<file path="src/rtl/imm_gen_pipe.sv">
// Registered RISC-V immediate generator with valid/ready flow control and a 1-entry skid buffer.
// Optional feature macro: IMM_GEN_ZICSR_EN (CSR zimm forms decode as fmt=6, zero-extended inst[19:15]).

module imm_gen_pipe #(
    parameter int XLEN      = 32,
    parameter bit PASS_INST = 1'b1
) (
    input  logic            clk,
    input  logic            rst_n,
    input  logic            flush,
    input  logic            in_valid,
    output logic            in_ready,
    input  logic [31:0]     in_inst,
    output logic            out_valid,
    input  logic            out_ready,
    output logic [XLEN-1:0] out_imm,
    output logic [2:0]      out_fmt,
    output logic [31:0]     out_inst
);

    localparam logic [2:0] FMT_I    = 3'd0;
    localparam logic [2:0] FMT_S    = 3'd1;
    localparam logic [2:0] FMT_B    = 3'd2;
    localparam logic [2:0] FMT_U    = 3'd3;
    localparam logic [2:0] FMT_J    = 3'd4;
    localparam logic [2:0] FMT_NONE = 3'd5;
`ifdef IMM_GEN_ZICSR_EN
    localparam logic [2:0] FMT_Z    = 3'd6;
`endif

    // Encoding is {out_valid, skid_valid}, so both flags come straight from the state register.
    typedef enum logic [1:0] {
        EMPTY = 2'b00,
        BUSY  = 2'b10,
        FULL  = 2'b11
    } state_t;

    state_t state, state_next;

    logic            accept;
    logic            load_out_new;
    logic            load_out_skid;
    logic            load_skid;

    logic [2:0]      dec_fmt;
    logic [31:0]     dec_imm32;
    logic [XLEN-1:0] dec_imm;

    logic [XLEN-1:0] skid_imm;
    logic [2:0]      skid_fmt;
    logic [31:0]     skid_inst;
    logic [31:0]     out_inst_reg;

    function automatic logic [XLEN-1:0] sext32(input logic [31:0] v);
        logic [XLEN-1:0] r;
        r       = {XLEN{v[31]}};
        r[31:0] = v;
        return r;
    endfunction

    assign out_valid = state[1];
    assign in_ready  = ~state[0];
    assign accept    = in_valid & in_ready;
    assign out_inst  = PASS_INST ? out_inst_reg : 32'h0;

    always_comb begin
        dec_fmt   = FMT_I;
        dec_imm32 = {{20{in_inst[31]}}, in_inst[31:20]};
        case (in_inst[6:0])
            7'b0100011: begin
                dec_fmt   = FMT_S;
                dec_imm32 = {{20{in_inst[31]}}, in_inst[31:25], in_inst[11:7]};
            end
            7'b1100011: begin
                dec_fmt   = FMT_B;
                dec_imm32 = {{19{in_inst[31]}}, in_inst[31], in_inst[7], in_inst[30:25],
                             in_inst[11:8], 1'b0};
            end
            7'b0110111, 7'b0010111: begin
                dec_fmt   = FMT_U;
                dec_imm32 = {in_inst[31:12], 12'b0};
            end
            7'b1101111: begin
                dec_fmt   = FMT_J;
                dec_imm32 = {{11{in_inst[31]}}, in_inst[31], in_inst[19:12], in_inst[20],
                             in_inst[30:21], 1'b0};
            end
            7'b0110011: begin
                dec_fmt   = FMT_NONE;
                dec_imm32 = 32'h0;
            end
`ifdef IMM_GEN_ZICSR_EN
            7'b1110011: begin
                if (in_inst[14]) begin
                    dec_fmt   = FMT_Z;
                    dec_imm32 = {27'b0, in_inst[19:15]};
                end
            end
`else
            7'b1110011: ;
`endif
            default: ;
        endcase
    end

    // zimm has bit 31 clear, so the common sign-extension leaves it zero-extended.
    assign dec_imm = sext32(dec_imm32);

    always_comb begin
        state_next    = state;
        load_out_new  = 1'b0;
        load_out_skid = 1'b0;
        load_skid     = 1'b0;
        case (state)
            EMPTY: begin
                if (accept) begin
                    state_next   = BUSY;
                    load_out_new = 1'b1;
                end
            end
            BUSY: begin
                if (accept && out_ready) begin
                    load_out_new = 1'b1;
                end else if (accept) begin
                    state_next = FULL;
                    load_skid  = 1'b1;
                end else if (out_ready) begin
                    state_next = EMPTY;
                end
            end
            FULL: begin
                if (out_ready) begin
                    state_next    = BUSY;
                    load_out_skid = 1'b1;
                end
            end
            default: state_next = EMPTY;
        endcase
        if (flush) begin
            state_next    = EMPTY;
            load_out_new  = 1'b0;
            load_out_skid = 1'b0;
            load_skid     = 1'b0;
        end
    end

    always_ff @(posedge clk) begin
        if (!rst_n) begin
            state <= EMPTY;
        end else begin
            state <= state_next;
        end
    end

    always_ff @(posedge clk) begin
        if (!rst_n) begin
            out_imm      <= '0;
            out_fmt      <= 3'd0;
            out_inst_reg <= 32'h0;
        end else if (load_out_skid) begin
            out_imm      <= skid_imm;
            out_fmt      <= skid_fmt;
            out_inst_reg <= skid_inst;
        end else if (load_out_new) begin
            out_imm      <= dec_imm;
            out_fmt      <= dec_fmt;
            out_inst_reg <= in_inst;
        end
    end

    // Skid contents are only meaningful while state is FULL, so they carry no reset.
    always_ff @(posedge clk) begin
        if (load_skid) begin
            skid_imm  <= dec_imm;
            skid_fmt  <= dec_fmt;
            skid_inst <= in_inst;
        end
    end

endmodule
</file>
<file path="config.mk">
export PLATFORM = sky130hd
export DESIGN_NAME = imm_gen_pipe
export DESIGN_NICKNAME = d
export VERILOG_FILES = /design/src/rtl/imm_gen_pipe.sv
export SDC_FILE = /design/constraint.sdc
export NUM_CORES = 1
export LEC_CHECK = 0
export BUFFER_PORTS_ARGS = -buffer_cell sky130_fd_sc_hd__buf_2
export CORE_ASPECT_RATIO = 2
export CORE_MARGIN = 1
export CORE_UTILIZATION = 25
export DETAILED_ROUTE_END_ITERATION = 8
export PLACE_DENSITY_LB_ADDON = 0.3
export SKIP_LAST_GASP = 1
export SLEW_MARGIN = 20
export SYNTH_ARGS = -nofsm -noshare
export SYNTH_HDL_FRONTEND = slang
export SYNTH_SLANG_ARGS = --single-unit
</file>
<file path="constraint.sdc">
create_clock -name clk -period 8.8 [get_ports clk]
set_input_delay 1.76 -clock clk [delete_from_list [all_inputs] [get_ports clk]]
set_output_delay 1.76 -clock clk [all_outputs]
set_load 0.05 [all_outputs]
</file>
### Yosys cells after proc, flatten, opt, wreduce, memory -nomap -nowiden

Cells that the tools add are included.

* word-level logic and storage cells: 52
* input bits: 37
* output and inout bits: 69
* register bits: 136

* bitwise operators: 3
* reductions and logical operators: 6
* multiplexer cells: 24
* equal/unequal tests: 12

Operator list (count)
* $pmux 32 s5: 1
* $mux 32: 4
* $eq 7x6->1 const B: 3
* $pmux 3 s5: 1
* $eq 7x7->1 const B: 2
* $mux 2: 5
* $mux 1: 9
* $eq 7x5->1 const B: 1
* $mux 3: 2
* $ne 2x2->1 const B: 3
* $pmux 2 s3: 1
* $eq 2x2->1 const B: 2
* $reduce_and 4->1: 1
* $reduce_or 2->1: 2
* $ne 3x3->1 const B: 1
* $logic_not 2->1: 1
* $not 1->1: 2
* $pmux 1 s2: 1
* $reduce_bool 2->1: 1
* $and 1x1->1: 1
* $logic_and 1x1->1: 1

### Depth between registers and ports, before layout

Gate-level depths: netlist of run 1.

* depth in word-level cells: 8
* mapped depth: 8
* mapped depth without buffers: 6

### Worst setup path after synthesis of run 1

OpenSTA, ideal clock, no wires.

* path kind: input to register
* start: in out_ready
* end: reg skid_fmt[0] (enable)
* cell stages on the path: 3
* buffers on the path: 2
* library setup time: 575 ps
* arrival time: 6740 ps
* slack: 1484 ps
* data required time: 8225 ps
* cell sequence: buf_2 clkbuf_1 nor3_1

* cells in the longest elaborated chain, start to end: 4

RTL lines
* from (decl): line 15 `input logic out_ready,`
* $logic_and 1x1->1: line 122 `if (accept && out_ready) begin`
* $mux 1: line 122
* $mux 1: line 114 `case (state)`
* $mux 1: line 139 `if (flush) begin`
* net load_skid: line 43 `logic load_skid;`
* to (signal assigned): line 175 `skid_fmt <= dec_fmt;`
* to (decl): line 50 `logic [2:0] skid_fmt;`

The timed path passes the listed nets, and every way through them passes these cells.
A chain may end at the register's enable or synchronous reset.

### Worst setup path after layout of run 1

* start: in out_ready
* end: reg out_imm[21]

* cells in the longest elaborated chain, start to end: 5
* elaborated cells between the ends (all ways): 9
* classes of those cells: mux (7); reduce/logical (2)

RTL lines
* $logic_and 1x1->1: line 122
* $mux 1: line 122
* $pmux 1 s2: line 114
* $mux 1: line 139
* $reduce_bool 2->1 (no line)
* to (signal assigned): line 161 `out_imm <= skid_imm;`
* to (signal assigned): line 165 `out_imm <= dec_imm;`
* to (decl): line 16 `output logic [XLEN-1:0] out_imm,`

Parallel ways exist; a longest one is shown, timed or not.

==> out/results.ini, run 1 <==
[status]
status=finished, final reports clean

[place]
dp.cells=919
hpwl_um=12400
postPlaceCellArea_um2=6590
io_buffers=105
gp_congestion=0.778

[global_routing]
grt_antenna_before_repair=0
grt_overflow_total=0
grt_pass1_vias=4637
track_usage_pct=15.3
grt_busiest_layer=met2
grt_pass1_wl_um=26900
grt_util_met3_pct=2.86
grt_util_met2_pct=26.7
met1_usage_pct=16.9
grt_max_degree=50

[floorplan]
die_x_um=110
initial_utilization_pct=25.7
coreArea_um2=22800
fp.dieH_um=219
rows=78
dieArea_um2=24100
ios=106

[final_layout]
final_area_um2=7190
drive_above_1_share_pct=24.3
post_layout_nonfiller_instances=952
area_delta_synth_final_pct=22.7
finalNetCount=699

[logic_synthesis]
syn_inst=577
yosysTopAreaCellShare_pct=34.3
synthAdderAreaFrac_pct=0.854
synthArstFlopShare_pct=0
ys_warn_count=0
yosysTopAreaCell=edfxtp_1
synth_mux_area_share_pct=0
ys.flop_type=dfxtp_1
yosys-top-cells-count=nand2_1 (126), dfxtp_1 (69), edfxtp_1 (67)
synth-compound-area-share_pct=20.2
syn_nets=618
synthTopCellsByArea=edfxtp_1 (34%), dfxtp_1 (24%), nand2_1 (8.1%), a311oi_1 (5.4%), a21oi_1 (2.8%)
synth_top_family_by_area=compound AO/OA/AOI/OAI gates
synth.avg_cell_area_um2=10.2
post-synth-top-count-cell=nand2_1
synth_edf_count=67
ys_seq_area_share_pct=57.9
synth_xor_area_share_pct=0
netlist_area_um2=5860
synth_cell_type_count=52
ys_ff_latch=136
yosys.area_share.simple_pct=16.9

[timing]
tightest_slew_ps=1050
period_share_pct=44.5
finalMaxSlewViolations=0
tns_ps=0
slew-limit-headroom_pct=29.7
rsz0062_at_grt=false
final-hold-violation-count=0
finalCriticalPeriod_ps=3920
finalSetupViolations=0
fmax_mhz=255
finClkSkew_ps=7.62

[setup_path]
crit_path_end_kind=flop
crit_start=out_ready
reg2reg_slack_ps=5890
critPathMaxFanout=24
cp-endpoint=out_imm[21]
cp_data_arrival_time_ps=4220
worst-r2r-cell-count=8
critPathKind=in2reg
r2r_end=out_imm[21]
startpoint_type=input pin
worst_ep_required_time_ps=9100
r2r_start=state[0]

[route]
wl_um=17600
dr.pass1.iters=5
vias=4783
viasPerCell=5.02
antenna_left=0
wl_per_cell_um=18.4
drtIter0Drc=202
route.detailed.drc=0

[cts]
clkLatencyLatePin_ps=440
htree_levels=4
cts_max_path_buffers=2
cts_resized=0
cts.sinks=136
cts-buffers-inserted=17
tritoncts=yes
hold_buffers=0
post_cts_buffers=0
cts_root_buffer=clkbuf_16
cts.clk_slew.worst_paths_ps=60

[power_and_ir_drop]
p_leak_nw=2.78
peakVddDrop_uv=111
powerDensity_nw_per_um2=221

[job]
drv_cap=0

[hold_path]
min-delay-path-class=reg2reg

==> worst min path at each step <==
stage,start,end,slack [ps],depth (start not counted)
after CTS,out_imm[7],out_imm[7],460,2
after detailed placement,out_imm[3],out_imm[3],440,2
after global routing,out_imm[7],out_imm[7],490,2
after floorplan,state[0],state[0],500,2
after global placement,out_imm[1],out_imm[1],430,2
final,out_imm[1],out_imm[1],460,2
==> per-stage QoR <==
step / utilization (%) / setup WS [ps] / power (mW) / hold WS (ps)
finish: 31.5 / 4880 / 1.59 / 456
global route: 31.5 / 4670 / 1.64 / 486
CTS: 31.5 / 4780 / 1.60 / 457
detailed placement: 28.9 / 4360 / 0.878 / 441
global placement: 28.8 / 4420 / 0.878 / 435
floorplan: - / 1480 / 0.821 / 505
==> critical path, cell delays in order <==
cell	delay [ps]
buf_2	340
a21oi_1	120
buf_4	200
nor2_2	790
buf_4	390
and3_1	460
a21oi_1	140
==> cell families after synthesis <==
kind of cell	count (synthesis)
buf+inv	59
flops	136
compound gates	156
simple gates	222
fa+ha+maj	4
==> placed cells by master, fill, tap and decap left out, drive strengths merged, types with 2 or more instances in the layout <==
cell type / n
or2: 3
nand3b: 3
ha: 4
o2111ai: 8
nor3: 8
nor2b: 3
o211ai: 10
a2bb2oi: 3
clkbuf: 17
bufinv: 2
nand3: 11
a211oi: 3
dfxtp: 69
o31ai: 14
o21a: 2
clkinvlp: 3
o221ai: 13
and2: 9
inv: 16
a31oi: 2
edfxtp: 67
a21oi: 33
a21o: 4
clkinv: 4
and3b: 3
nand2b: 2
nor2: 37
o21ai: 21
or3b: 2
nand2: 126
buf: 111
and3: 8
a311oi: 36
==> metal layers <==
layer | up-vias | routed length (µm)
met5 | - | 0
met4 | 0 | 567
met3 | 34 | 817
met2 | 120 | 9350
met1 | 2340 | 6820
li1 | 2289 | -
==> where the power goes <==
group	internal [mW]	switching [mW]	total (mW)
registers	0.683	0.0102	0.693
logic	0.0425	0.127	0.170
clock network	0.424	0.302	0.725
total	1.15	0.439	1.59
==> final cells by class <==
class | count | area [µm²]
Inverter | 10 | 37.5
Tap cell | 280 | 350
Clock buffer | 17 | 425
Sequential cell | 136 | 3390
Antenna cell | 1 | 2.50
Fill cell | 2418 | 15600
Timing Repair Buffer | 111 | 571
Clock inverter | 15 | 169
Multi-Input combinational cell | 382 | 2240
Power figures use the tool's default switching activity.
==> run 2: changes to the inputs <==
clock period = 4.1 ns   (was 8.8 ns; I/O delays follow)
==> out/results.ini, run 2 (synthesis results as in run 1) <==
[route]
viasPerCell=5.03
antenna_left=0
wl_per_cell_um=18.9
route.detailed.drc=0
drtIter0Drc=233
vias=4817
wl_um=18000
dr.pass1.iters=4

[power_and_ir_drop]
p_comb_share_pct=11.3
intPower_mw=2.39
powerDensity_nw_per_um2=456
power.switching_uw=888
pwr-share-seq_pct=45.5
switching_share_pct=27.1
p_leak_nw=2.77
peakVddDrop_uv=208
p_clk_share_pct=43.3

[setup_path]
crit_chain=ha_1 -> and2_0 -> nor3_2 -> o21ai_0 -> o21ai_0
critPathKind=reg2reg
cpMaxStageDelayCell=and2_0
cp_data_arrival_time_ps=2790
worst_ep_required_time_ps=4400
startpoint_type=flop
crit_top_cell=o21ai_0
crit_path_end_kind=flop
path_delay_family=simple AND/OR/NAND/NOR gates
crit_buf_inv=0
critPathMaxFanout=17
max_stage_delay_ps=790

[job]
drv_cap=0

[floorplan]
die_x_um=110
rows=78
dieArea_um2=24100
fp.dieH_um=219
initial_utilization_pct=25.7
ios=106
coreArea_um2=22800

[final_layout]
post-route-util_pct=31.5
final_cell_mix=nand2_1 (126), buf_2 (105), dfxtp_1 (69)
drive_above_1_share_pct=24.2
finalNetCount=705
final_area_um2=7190
layout_commonest_cell=nand2_1
area_delta_synth_final_pct=22.6
antenna_cells=0

[timing]
whs_ps=464
slew-limit-headroom_pct=41.4
fmax_mhz=402
finalCriticalPeriod_ps=2490
period_share_pct=60.7
tightest_slew_ps=878
tns_ps=0
worst_slack_ps=1610
rsz0062_at_grt=false
finalMaxSlewViolations=0
finalSetupViolations=0
final-hold-violation-count=0
finClkSkew_ps=7.11

[cts]
cts_max_path_buffers=2
cts_root_buffer=clkbuf_16
clkLatencyLatePin_ps=420
post_cts_buffers=0
cts.sinks=136
tritoncts=yes
hold_buffers=0
cts.clk_slew.worst_paths_ps=60
cts-buffers-inserted=17
htree_levels=4
cts_resized=0

[place]
place_ws_ps=1250
hpwl_um=12400
gp_congestion=0.765
postPlaceCellArea_um2=6650
io_buffers=105

[hold_path]
min-delay-path-class=reg2reg

[global_routing]
grt_pass1_vias=4855
grt_antenna_before_repair=0
grt_overflow_total=0
track_usage_pct=16.0
grt_max_degree=59
grt_pass1_wl_um=28100

[status]
status=finished, final reports clean

## run 2: cell count changes in the layout (fill, tap and decap cells not counted), sizes merged
cell / delta
bufinv: -1
clkinvlp: +3
clkbuf: +2
inv: -6
diode: -1
buf: +6
clkinv: +2
## run 2: area by class of cell
type / count / area [µm²]
clock buffers: 19 / 433
clock inverters: 13 / 108
fillers: 2475 / 15700
inverters: 10 / 37.5
multi-input cells: 382 / 2240
flip-flops and latches: 136 / 3390
well taps: 280 / 350
repair buffers: 117 / 628
## run 2: power groups by stage
stage	logic [mW]	registers [mW]	clock network, mW
final	0.369	1.49	1.42
after global routing	0.397	1.49	1.52
after detailed placement	0.373	1.52	0
after global placement	0.372	1.52	0
after CTS	0.374	1.49	1.46
after floorplan	0.129	1.63	0
## run 2: worst reg2reg max path, cell delays in order (launching register included)
cell	delay, ps
dfxtp_1	410
ha_1	570
and2_0	790
nor3_2	270
o21ai_0	230
o21ai_0	100
## run 2: final timing paths
kind	startpoint	to	slack, ps	cells after the start
max reg2reg	state[0]	out_imm[4]	1610	5
max	state[0]	out_imm[4]	1610	5
min reg2reg	out_imm[14]	out_imm[14]	460	2
min	out_imm[14]	out_imm[14]	460	2
## run 2: through the flow
stage | cells | total power, mW
finish | 957 | 3.27
global route | 957 | 3.41
CTS | 957 | 3.32
detailed placement | 925 | 1.89
global placement | 925 | 1.89
floorplan | 577 | 1.76
## run 2: per-layer routing
metal  up-vias  share of wire [%]  track usage [%]
met2       126                 54             28.4
met1      2351                 39             17.6
met5         -                  0                0
met3        31                3.9             2.71
li1       2309                  -                -
met4         0                3.2             8.55
